$ cat src/rtl/sink_x_if.sv
// X-channel receive interface for sink_x.
// Carries three groups of signals:
//   - X handshake into the sink: io_x_valid, io_x_ready, io_x_bits_address.
//   - Request to the cache scheduler: io_req_valid, io_req_ready, io_req_tag, io_req_set.
//   - Completion and status: io_done, io_busy, plus io_err when SINK_X_ERR_EN is defined.
// Modports:
//   - slave: the sink side.
//   - master: the environment side (SourceX and the scheduler).
interface sink_x_if #(
  parameter int unsigned ADDR_W   = 32,
  parameter int unsigned OFFSET_W = 6,
  parameter int unsigned SET_W    = 10
);
  localparam int unsigned TAG_W = ADDR_W - SET_W - OFFSET_W;

  logic              io_x_valid;
  logic              io_x_ready;
  logic [ADDR_W-1:0] io_x_bits_address;
  logic              io_req_valid;
  logic              io_req_ready;
  logic [TAG_W-1:0]  io_req_tag;
  logic [SET_W-1:0]  io_req_set;
  logic              io_done;
  logic              io_busy;
`ifdef SINK_X_ERR_EN
  logic              io_err;
`endif

  modport slave (
    input  io_x_valid, io_x_bits_address, io_req_ready, io_done,
    output io_x_ready, io_req_valid, io_req_tag, io_req_set, io_busy
`ifdef SINK_X_ERR_EN
    , output io_err
`endif
  );

  modport master (
    output io_x_valid, io_x_bits_address, io_req_ready, io_done,
    input  io_x_ready, io_req_valid, io_req_tag, io_req_set, io_busy
`ifdef SINK_X_ERR_EN
    , input io_err
`endif
  );
endinterface

$ cat src/rtl/sink_x.sv
// sink_x: the receiving end of the X (flush/control) channel.
// Flush addresses are buffered in a DEPTH-entry FIFO. The sink issues one tag/set request
// at a time to the scheduler and then waits for the scheduler's io_done pulse.
// Ports:
//   - clock: rising-edge clock.
//   - reset: synchronous, active-high.
//   - bus (sink_x_if.slave): X handshake, scheduler request, done/busy and optional err.
// Optional feature, selected by the macro SINK_X_ERR_EN:
//   - an address with non-zero offset bits is dropped;
//   - io_err pulses in the cycle after that address was accepted.
module sink_x #(
  parameter int unsigned ADDR_W   = 32,
  parameter int unsigned OFFSET_W = 6,
  parameter int unsigned SET_W    = 10,
  parameter int unsigned DEPTH    = 2
) (
  input logic    clock,
  input logic    reset,
  sink_x_if.slave bus
);
  localparam int unsigned TAG_W   = ADDR_W - SET_W - OFFSET_W;
  localparam int unsigned ENTRY_W = TAG_W + SET_W;
  localparam int unsigned PTR_W   = (DEPTH > 1) ? $clog2(DEPTH) : 1;
  localparam int unsigned CNT_W   = $clog2(DEPTH + 1);

  typedef enum logic {StIdle, StWait} state_e;

  state_e             state_q;
  logic [CNT_W-1:0]   count_q;
  logic [PTR_W-1:0]   rd_ptr_q;
  logic [PTR_W-1:0]   wr_ptr_q;
  // Only tag and set are stored; the offset bits are never issued.
  logic [ENTRY_W-1:0] mem_q [DEPTH];
  logic [ENTRY_W-1:0] head;

  logic x_ready;
  logic x_fire;
  logic enq;
  logic req_valid;
  logic req_fire;

  function automatic logic [PTR_W-1:0] next_ptr(input logic [PTR_W-1:0] p);
    return (p == PTR_W'(DEPTH - 1)) ? '0 : p + PTR_W'(1);
  endfunction

  // Readiness looks only at the registered count, so a pop does not free a slot
  // until the following cycle.
  assign x_ready   = !reset && (count_q < CNT_W'(DEPTH));
  assign x_fire    = bus.io_x_valid && x_ready;
  assign req_valid = !reset && (state_q == StIdle) && (count_q != '0);
  assign req_fire  = req_valid && bus.io_req_ready;

`ifdef SINK_X_ERR_EN
  logic offset_bad;
  logic err_q;

  assign offset_bad = (bus.io_x_bits_address[OFFSET_W-1:0] != '0);
  assign enq        = x_fire && !offset_bad;
  assign bus.io_err = !reset && err_q;

  always_ff @(posedge clock) begin
    if (reset) begin
      err_q <= 1'b0;
    end else begin
      err_q <= x_fire && offset_bad;
    end
  end
`else
  // The offset bits are ignored in this build.
  logic unused_offset;
  assign unused_offset = ^bus.io_x_bits_address[OFFSET_W-1:0];
  assign enq           = x_fire;
`endif

  // Queue pointers, occupancy and the issue FSM.
  always_ff @(posedge clock) begin
    if (reset) begin
      state_q  <= StIdle;
      count_q  <= '0;
      rd_ptr_q <= '0;
      wr_ptr_q <= '0;
    end else begin
      if (enq) begin
        wr_ptr_q <= next_ptr(wr_ptr_q);
      end
      if (req_fire) begin
        rd_ptr_q <= next_ptr(rd_ptr_q);
      end
      if (enq && !req_fire) begin
        count_q <= count_q + CNT_W'(1);
      end else if (!enq && req_fire) begin
        count_q <= count_q - CNT_W'(1);
      end
      unique case (state_q)
        StIdle: if (req_fire) state_q <= StWait;
        // io_done is ignored in StIdle, so a late pulse has no effect.
        StWait: if (bus.io_done) state_q <= StIdle;
        default: state_q <= StIdle;
      endcase
    end
  end

  // No reset is needed: an entry is only read after it has been written.
  always_ff @(posedge clock) begin
    if (enq) begin
      mem_q[wr_ptr_q] <= bus.io_x_bits_address[ADDR_W-1:OFFSET_W];
    end
  end

  // The head entry can only change on a pop, so tag and set stay stable while a
  // request waits for io_req_ready.
  assign head             = mem_q[rd_ptr_q];
  assign bus.io_x_ready   = x_ready;
  assign bus.io_req_valid = req_valid;
  assign bus.io_req_tag   = head[ENTRY_W-1:SET_W];
  assign bus.io_req_set   = head[SET_W-1:0];
  assign bus.io_busy      = !reset && ((count_q != '0) || (state_q == StWait));
endmodule

$ cat src/flat_wrapper.sv
// flat-port wrapper written by rule: the top's interface ports become plain ports
module sink_x_flat 
#(
  parameter int unsigned ADDR_W   = 32,
  parameter int unsigned OFFSET_W = 6,
  parameter int unsigned SET_W    = 10,
  parameter int unsigned DEPTH    = 2
)
  (clock, reset, bus_io_x_valid, bus_io_x_bits_address, bus_io_req_ready, bus_io_done, bus_io_x_ready, bus_io_req_valid, bus_io_req_tag, bus_io_req_set, bus_io_busy);
  sink_x_if #(.ADDR_W(ADDR_W), .OFFSET_W(OFFSET_W), .SET_W(SET_W)) bus_i ();
  input logic clock;
  input logic reset;
  input wire logic [$bits(bus_i.io_x_valid)-1:0] bus_io_x_valid;
  input wire logic [$bits(bus_i.io_x_bits_address)-1:0] bus_io_x_bits_address;
  input wire logic [$bits(bus_i.io_req_ready)-1:0] bus_io_req_ready;
  input wire logic [$bits(bus_i.io_done)-1:0] bus_io_done;
  output wire logic [$bits(bus_i.io_x_ready)-1:0] bus_io_x_ready;
  output wire logic [$bits(bus_i.io_req_valid)-1:0] bus_io_req_valid;
  output wire logic [$bits(bus_i.io_req_tag)-1:0] bus_io_req_tag;
  output wire logic [$bits(bus_i.io_req_set)-1:0] bus_io_req_set;
  output wire logic [$bits(bus_i.io_busy)-1:0] bus_io_busy;
  assign bus_i.io_x_valid = bus_io_x_valid;
  assign bus_i.io_x_bits_address = bus_io_x_bits_address;
  assign bus_i.io_req_ready = bus_io_req_ready;
  assign bus_i.io_done = bus_io_done;
  assign bus_io_x_ready = bus_i.io_x_ready;
  assign bus_io_req_valid = bus_i.io_req_valid;
  assign bus_io_req_tag = bus_i.io_req_tag;
  assign bus_io_req_set = bus_i.io_req_set;
  assign bus_io_busy = bus_i.io_busy;
  sink_x #(.ADDR_W(ADDR_W), .OFFSET_W(OFFSET_W), .SET_W(SET_W), .DEPTH(DEPTH)) u_core (.clock(clock), .reset(reset), .bus(bus_i));
endmodule
$ cat config.mk
export PLATFORM = sky130hd
export DESIGN_NAME = sink_x_flat
export DESIGN_NICKNAME = d
export VERILOG_FILES = /design/src/rtl/sink_x_if.sv /design/src/rtl/sink_x.sv /design/src/flat_wrapper.sv
export SDC_FILE = /design/constraint.sdc
export NUM_CORES = 1
export LEC_CHECK = 0
export ABC_AREA = 1
export CAP_MARGIN = 20
export CORE_MARGIN = 2
export CORE_UTILIZATION = 35
export DETAILED_ROUTE_END_ITERATION = 12
export GPL_ROUTABILITY_DRIVEN = 0
export SYNTH_ARGS = -nofsm -noshare
export SYNTH_HDL_FRONTEND = slang
export SYNTH_SLANG_ARGS = --single-unit
$ cat constraint.sdc
create_clock -name clock -period 2.7 [get_ports clock]
set_input_delay 0.27 -clock clock [delete_from_list [all_inputs] [get_ports clock]]
set_output_delay 0.27 -clock clock [all_outputs]
set_load 0.05 [all_outputs]
==> flow_summary.json, run 1 <==
{
  "status": "complete, no violations",
  "dp_hpwl_um": 2780,
  "dieHeight_um": 85.5,
  "rrSetupSlack_ps": 1160,
  "p_leak_uw": 0.00116,
  "clockBufferDepth": 2,
  "cts_resized": 0,
  "tightest_slew_ps": 517,
  "holdWs_ps": 531,
  "cp_max_fo": 14,
  "via_per_inst": 4.49,
  "syn_nets": 164,
  "fp.dieArea_um2": 7310,
  "wl_per_cell_um": 14.4,
  "ant_nets": 0,
  "slew-limit-headroom_pct": 65.4,
  "cts_hold_buf": 0,
  "grt_max_degree": 21,
  "routed_wl_um": 4020,
  "grt_pass1_vias": 1402,
  "worstRegToRegCells": 4,
  "postSynthCellCount": 126,
  "yosys_register_bits": 58,
  "p_total_uw": 2200,
  "cap_violations": 0,
  "holdPathStages": 1,
  "diodes": 0,
  "ir_drop_v": 0.000367,
  "via_count": 1252,
  "first_pass_iters": 4,
  "post_cts_buffers": 0,
  "clk_root_buffer_cell": "clkbuf_8",
  "timing.rr.end": "u_core.mem_q[0][2]",
  "finalSetupViolCount": 0,
  "cp_cell_sequence": "buf_12 > mux2_4 > clkdlybuf4s50_1",
  "hold_path_class": "in2reg",
  "min_from": "bus_io_x_bits_address[28]",
  "io_buffers": 59,
  "crit-reg2reg-launch": "u_core.count_q[1]",
  "hold_viol": 0,
  "critPathRequiredTime_ps": 2430,
  "finalSetupTns_ps": 0,
  "cts_buffers": 9,
  "cp-end-kind": "primary output",
  "crit_type": "reg2out",
  "layout.nets": 235,
  "coreArea_um2": 6390,
  "num_rows": 29,
  "grt_remaining_overflow": 0,
  "antenna_found_initial": 0,
  "drc": 0,
  "initial_utilization_pct": 36.4,
  "post-route-period-util_pct": 90.0,
  "finClkSkew_ps": 4.35,
  "grt_pass1_wl_um": 6670,
  "synth_cell_types": 22,
  "worstSetupStartpointType": "flop",
  "grt_usage_pct": 12.2,
  "min_period_ps": 2430,
  "syn_to_final_growth_pct": 37.5,
  "clock.fmax_ghz": 0.412,
  "fp.dieW_um": 85.5,
  "fillCellCount": 549,
  "avgSynthCellArea_um2": 18.5,
  "rsz0062_at_grt": "false",
  "layout-drive-gt1-share_pct": 27.2,
  "cts_tree": "built",
  "slowest_delay_ps": 710,
  "clock_latency_ps": 320,
  "ys_seq_area_share_pct": 72.3,
  "worstPathArrival_ps": 2160,
  "clkTransAtPathRegs_ps": 60,
  "yosysWarningCount": 0,
  "htreeDepth": 3,
  "cts_sinks": 58,
  "p_per_area_nw_per_um2": 689,
  "min_to": "u_core.mem_q[0][22]",
  "drt-initial-drc-count": 57,
  "slowest_stage": "clkdlybuf4s50_1",
  "slew_violations": 0,
  "io_pins": 66,
  "syn-cell-area_um2": 2320
}
==> registers in the layout (all words and copies together) (netlist names), named ones only <==
name	flops
u_core.rd_ptr_q	1
u_core.mem_q	52
u_core.state_q	1
u_core.count_q	2
u_core.wr_ptr_q	1
==> cell usage after synthesis (all sizes together) <==
cell type / instances / area share, %
a21oi: 2 / 0.43
nand3: 2 / 0.97
dfxtp: 6 / 5.2
o21ai: 1 / 0.22
ha: 1 / 0.54
nand4: 1 / 0.27
buf: 4 / 2.7
edfxtp: 52 / 67
nor2: 10 / 2.4
nand2: 10 / 2.0
mux2: 26 / 16
and2: 1 / 0.32
nor3b: 1 / 0.54
inv: 9 / 1.5
==> cell families after synthesis <==
kind of cell	share of synthesized area (%)
buffers and inverters	4.14
multiplexers	15.8
AO/OA/AOI/OAI	0.646
adder cells (fa/ha/maj)	0.538
flip-flops	72.3
AND/OR/NAND/NOR	6.51
==> worst max-delay path by stage <==
stage	end	slack, ps	cells past startpoint
4_1_cts	bus_io_req_tag[2]	230	3
3_5_place_dp	bus_io_busy	550	4
2_1_floorplan	u_core.mem_q[0][0]	310	4
6_report	bus_io_req_tag[2]	270	3
3_3_place_gp	bus_io_busy	600	4
5_1_grt	bus_io_req_tag[5]	190	3
==> metrics by stage <==
| step | instance area (um^2) | utilization (%) | setup slack, ps | cells |
|---|---|---|---|---|
| after detailed placement | 3020 | 47.2 | 550 | 263 |
| after CTS | 3200 | 50.0 | 234 | 279 |
| after global routing | 3200 | 50.0 | 189 | 279 |
| after global placement | 3020 | 47.2 | 599 | 263 |
| after floorplan | 2320 | - | 308 | 126 |
| final | 3200 | 50.0 | 270 | 279 |
==> final cells by class <==
class | instances | area [um^2] | share of cell area, %
clock buffer | 12 | 135 | 4.23
timing repair buffer | 64 | 653 | 20.4
sequential | 58 | 1680 | 52.7
clock inverter | 4 | 45.0 | 1.41
tap | 77 | 96.3 | 3.01
multi-input combinational | 55 | 549 | 17.2
inverter | 9 | 33.8 | 1.06
==> cells in the final DEF (no fill, tap or decap) <==
cell	instances
clkdlybuf4s50_1	59
edfxtp_1	52
mux2_4	20
clkbuf_8	9
nand2_1	8
inv_1	8
mux2_2	6
nor2_1	6
dfxtp_1	5
clkbuf_1	3
clkinv_2	3
buf_4	3
nor2_4	2
nor2_2	2
a21oi_1	2
buf_12	2
inv_2	1
nand2_4	1
and2_2	1
nand3_4	1
o21ai_0	1
nand2_2	1
nand4_1	1
nor3b_2	1
nand3_1	1
ha_1	1
dfxtp_2	1
bufinv_16	1
==> layer usage <==
metal | GRT usage [%] | routed length (um)
met5 | 0 | 0
met4 | 6.49 | 99
met1 | 14.0 | 1640
met3 | 3.56 | 249
met2 | 20.5 | 2030
==> power breakdown <==
group	internal (uW)	switching (uW)	leakage, uW	total (uW)
clock network	422	302	0.0000941	724
registers	1020	20.8	0.000526	1050
logic	185	246	0.000536	431
==> critical path, delay by kind of cell, from the launching register on <==
kind	cells	cell delay, ps
multiplexers	1	310
buffers and inverters	2	940
flip-flops	1	580
No activity file was read; power rests on OpenSTA's default activity.
==> run 2: changes to the inputs <==
--- a/config.mk
+++ b/config.mk
@@ -10,5 +10,6 @@
 export CORE_MARGIN = 2
-export CORE_UTILIZATION = 35
+export CORE_UTILIZATION = 40
 export DETAILED_ROUTE_END_ITERATION = 12
 export GPL_ROUTABILITY_DRIVEN = 0
+export PLACE_DENSITY = 0.69
 export SYNTH_ARGS = -nofsm -noshare
==> constraint.sdc (replaced) <==
create_clock -name clock -period 2.8 [get_ports clock]
set_input_delay 0.28 -clock clock [delete_from_list [all_inputs] [get_ports clock]]
set_output_delay 0.28 -clock clock [all_outputs]
set_load 0.02 [all_outputs]
==> run 2 against run 1 <==
- setup slack gained 240 ps
- flip-flop and latch count did not move
- combinational power is 25% lower
- final area increased by 0.63%
- register-to-register slack improved by 120 ps
- sequential share of layout area down 0.33 points
- sequential power down 4%
- critical path type unchanged
- largest cell class unchanged
==> flow_summary.json, run 2 (same netlist as run 1, synthesis figures left out) <==
{
  "status": "complete, no violations",
  "cts_resized": 0,
  "finalSetupViolCount": 0,
  "cts_buffers": 9,
  "layout-drive-gt1-share_pct": 27.0,
  "critPathRequiredTime_ps": 2520,
  "design_area_um2": 3220,
  "post_cts_buffers": 0,
  "drc": 0,
  "dr_wl_met3_um": 293,
  "grt_pass1_vias": 1388,
  "clock.fmax_ghz": 0.438,
  "post-place-cells": 256,
  "min_from": "u_core.state_q",
  "via_per_inst": 4.59,
  "syn_to_final_growth_pct": 38.3,
  "dp_slack_ps": 634,
  "via_count": 1249,
  "hold_path_class": "reg2reg",
  "slew-limit-headroom_pct": 70.5,
  "layout.nets": 233,
  "fp.dieArea_um2": 6440,
  "reg_top3": "u_core.mem_q: 52 flops, u_core.count_q: 2 flops",
  "htreeDepth": 3,
  "grt_pass1_wl_um": 6010,
  "routed_wl_um": 3890,
  "ir_drop_v": 0.000422,
  "highest_layer": "met4",
  "num_rows": 27,
  "worstSetupStartpointType": "flop",
  "largest_register_ffs": 52,
  "finClkSkew_ps": 7.17,
  "io_buffers": 59,
  "fp.dieW_um": 80.2,
  "finalWorstSetupSlack_ps": 514,
  "finalSetupTns_ps": 0,
  "hold_viol": 0,
  "worstRegToRegCells": 4,
  "clock_latency_ps": 330,
  "crit-reg2reg-launch": "u_core.count_q[1]",
  "io_pins": 66,
  "initial_utilization_pct": 41.7,
  "drt-met1-wl_um": 1480,
  "post-route-period-util_pct": 81.6,
  "drt-initial-drc-count": 23,
  "dp_hpwl_um": 2760,
  "worstPathArrival_ps": 2010,
  "grt_max_degree": 22,
  "regMostFlops": "u_core.mem_q",
  "rsz0062_at_grt": "false",
  "coreArea_um2": 5570,
  "grt_usage_pct": 13.1,
  "holdPathStages": 2,
  "layout.cells.non_filler": 272,
  "p_per_area_nw_per_um2": 663,
  "clk_root_buffer_cell": "clkbuf_8",
  "p_leak_uw": 0.00116,
  "first_pass_iters": 4,
  "clkTransAtPathRegs_ps": 60,
  "final_common_cell": "clkdlybuf4s50_1",
  "cap_violations": 0,
  "ant_nets": 0,
  "grt_remaining_overflow": 0,
  "cts_sinks": 58,
  "cts_hold_buf": 0,
  "slew_violations": 0,
  "antenna_found_initial": 0,
  "wl_per_cell_um": 14.3,
  "dieHeight_um": 80.2,
  "min_period_ps": 2290,
  "tightest_slew_ps": 442,
  "post_dp_cell_area_um2": 3010,
  "crit_type": "reg2out",
  "cp_max_fo": 14,
  "cts_tree": "built",
  "diodes": 0,
  "cp-end-kind": "primary output",
  "p_total_uw": 2130,
  "final_cell_mix": "clkdlybuf4s50_1, edfxtp_1, mux2_4",
  "clockBufferDepth": 2,
  "dr_wl_met2_um": 2050
}
run 2: cell count changes in the layout (fill, tap and decap cells not counted), sizes merged:
cell	change
buf	-2
clkbuf	-2
clkinvlp	+1
bufinv	+1
run 2: path summary, 6_finish.rpt:
check | to | slack [ps]
hold / removal | u_core.state_q | 520
setup / recovery | bus_io_req_set[2] | 510
setup reg to reg | u_core.mem_q[1][16] | 1280
hold reg to reg | u_core.state_q | 520
run 2: layer usage:
layer  vias to the layer above  global-route usage [%]
met1                       594                    12.7
met2                        52                    23.2
li1                        597                       -
met5                         -                       0
met4                         0                    7.63
met3                         6                    5.51
run 2: worst max-delay path: stages (launching register included):
cell             delay, ps
dfxtp_2                600
buf_12                 230
mux2_4                 310
clkdlybuf4s50_1        530
run 2: final cells by class:
type	instances	area [um^2]
clock buffer	10	128
clock inverter	6	81.3
inverter	9	33.8
multi-input combinational	55	549
tap	72	90.1
fill	445	2360
timing repair buffer	62	651
sequential	58	1680
run 2: through the flow:
stage	utilization, %	hold WS, ps
2_1_floorplan	-	379
3_3_place_gp	53.9	498
3_5_place_dp	53.9	513
4_1_cts	57.7	508
5_1_grt	57.7	522
6_report	57.7	517
run 2: report_power, final:
part	switching (uW)	total, uW	internal, uW
logic	143	322	178
registers	21.4	1010	988
clock network	308	802	494
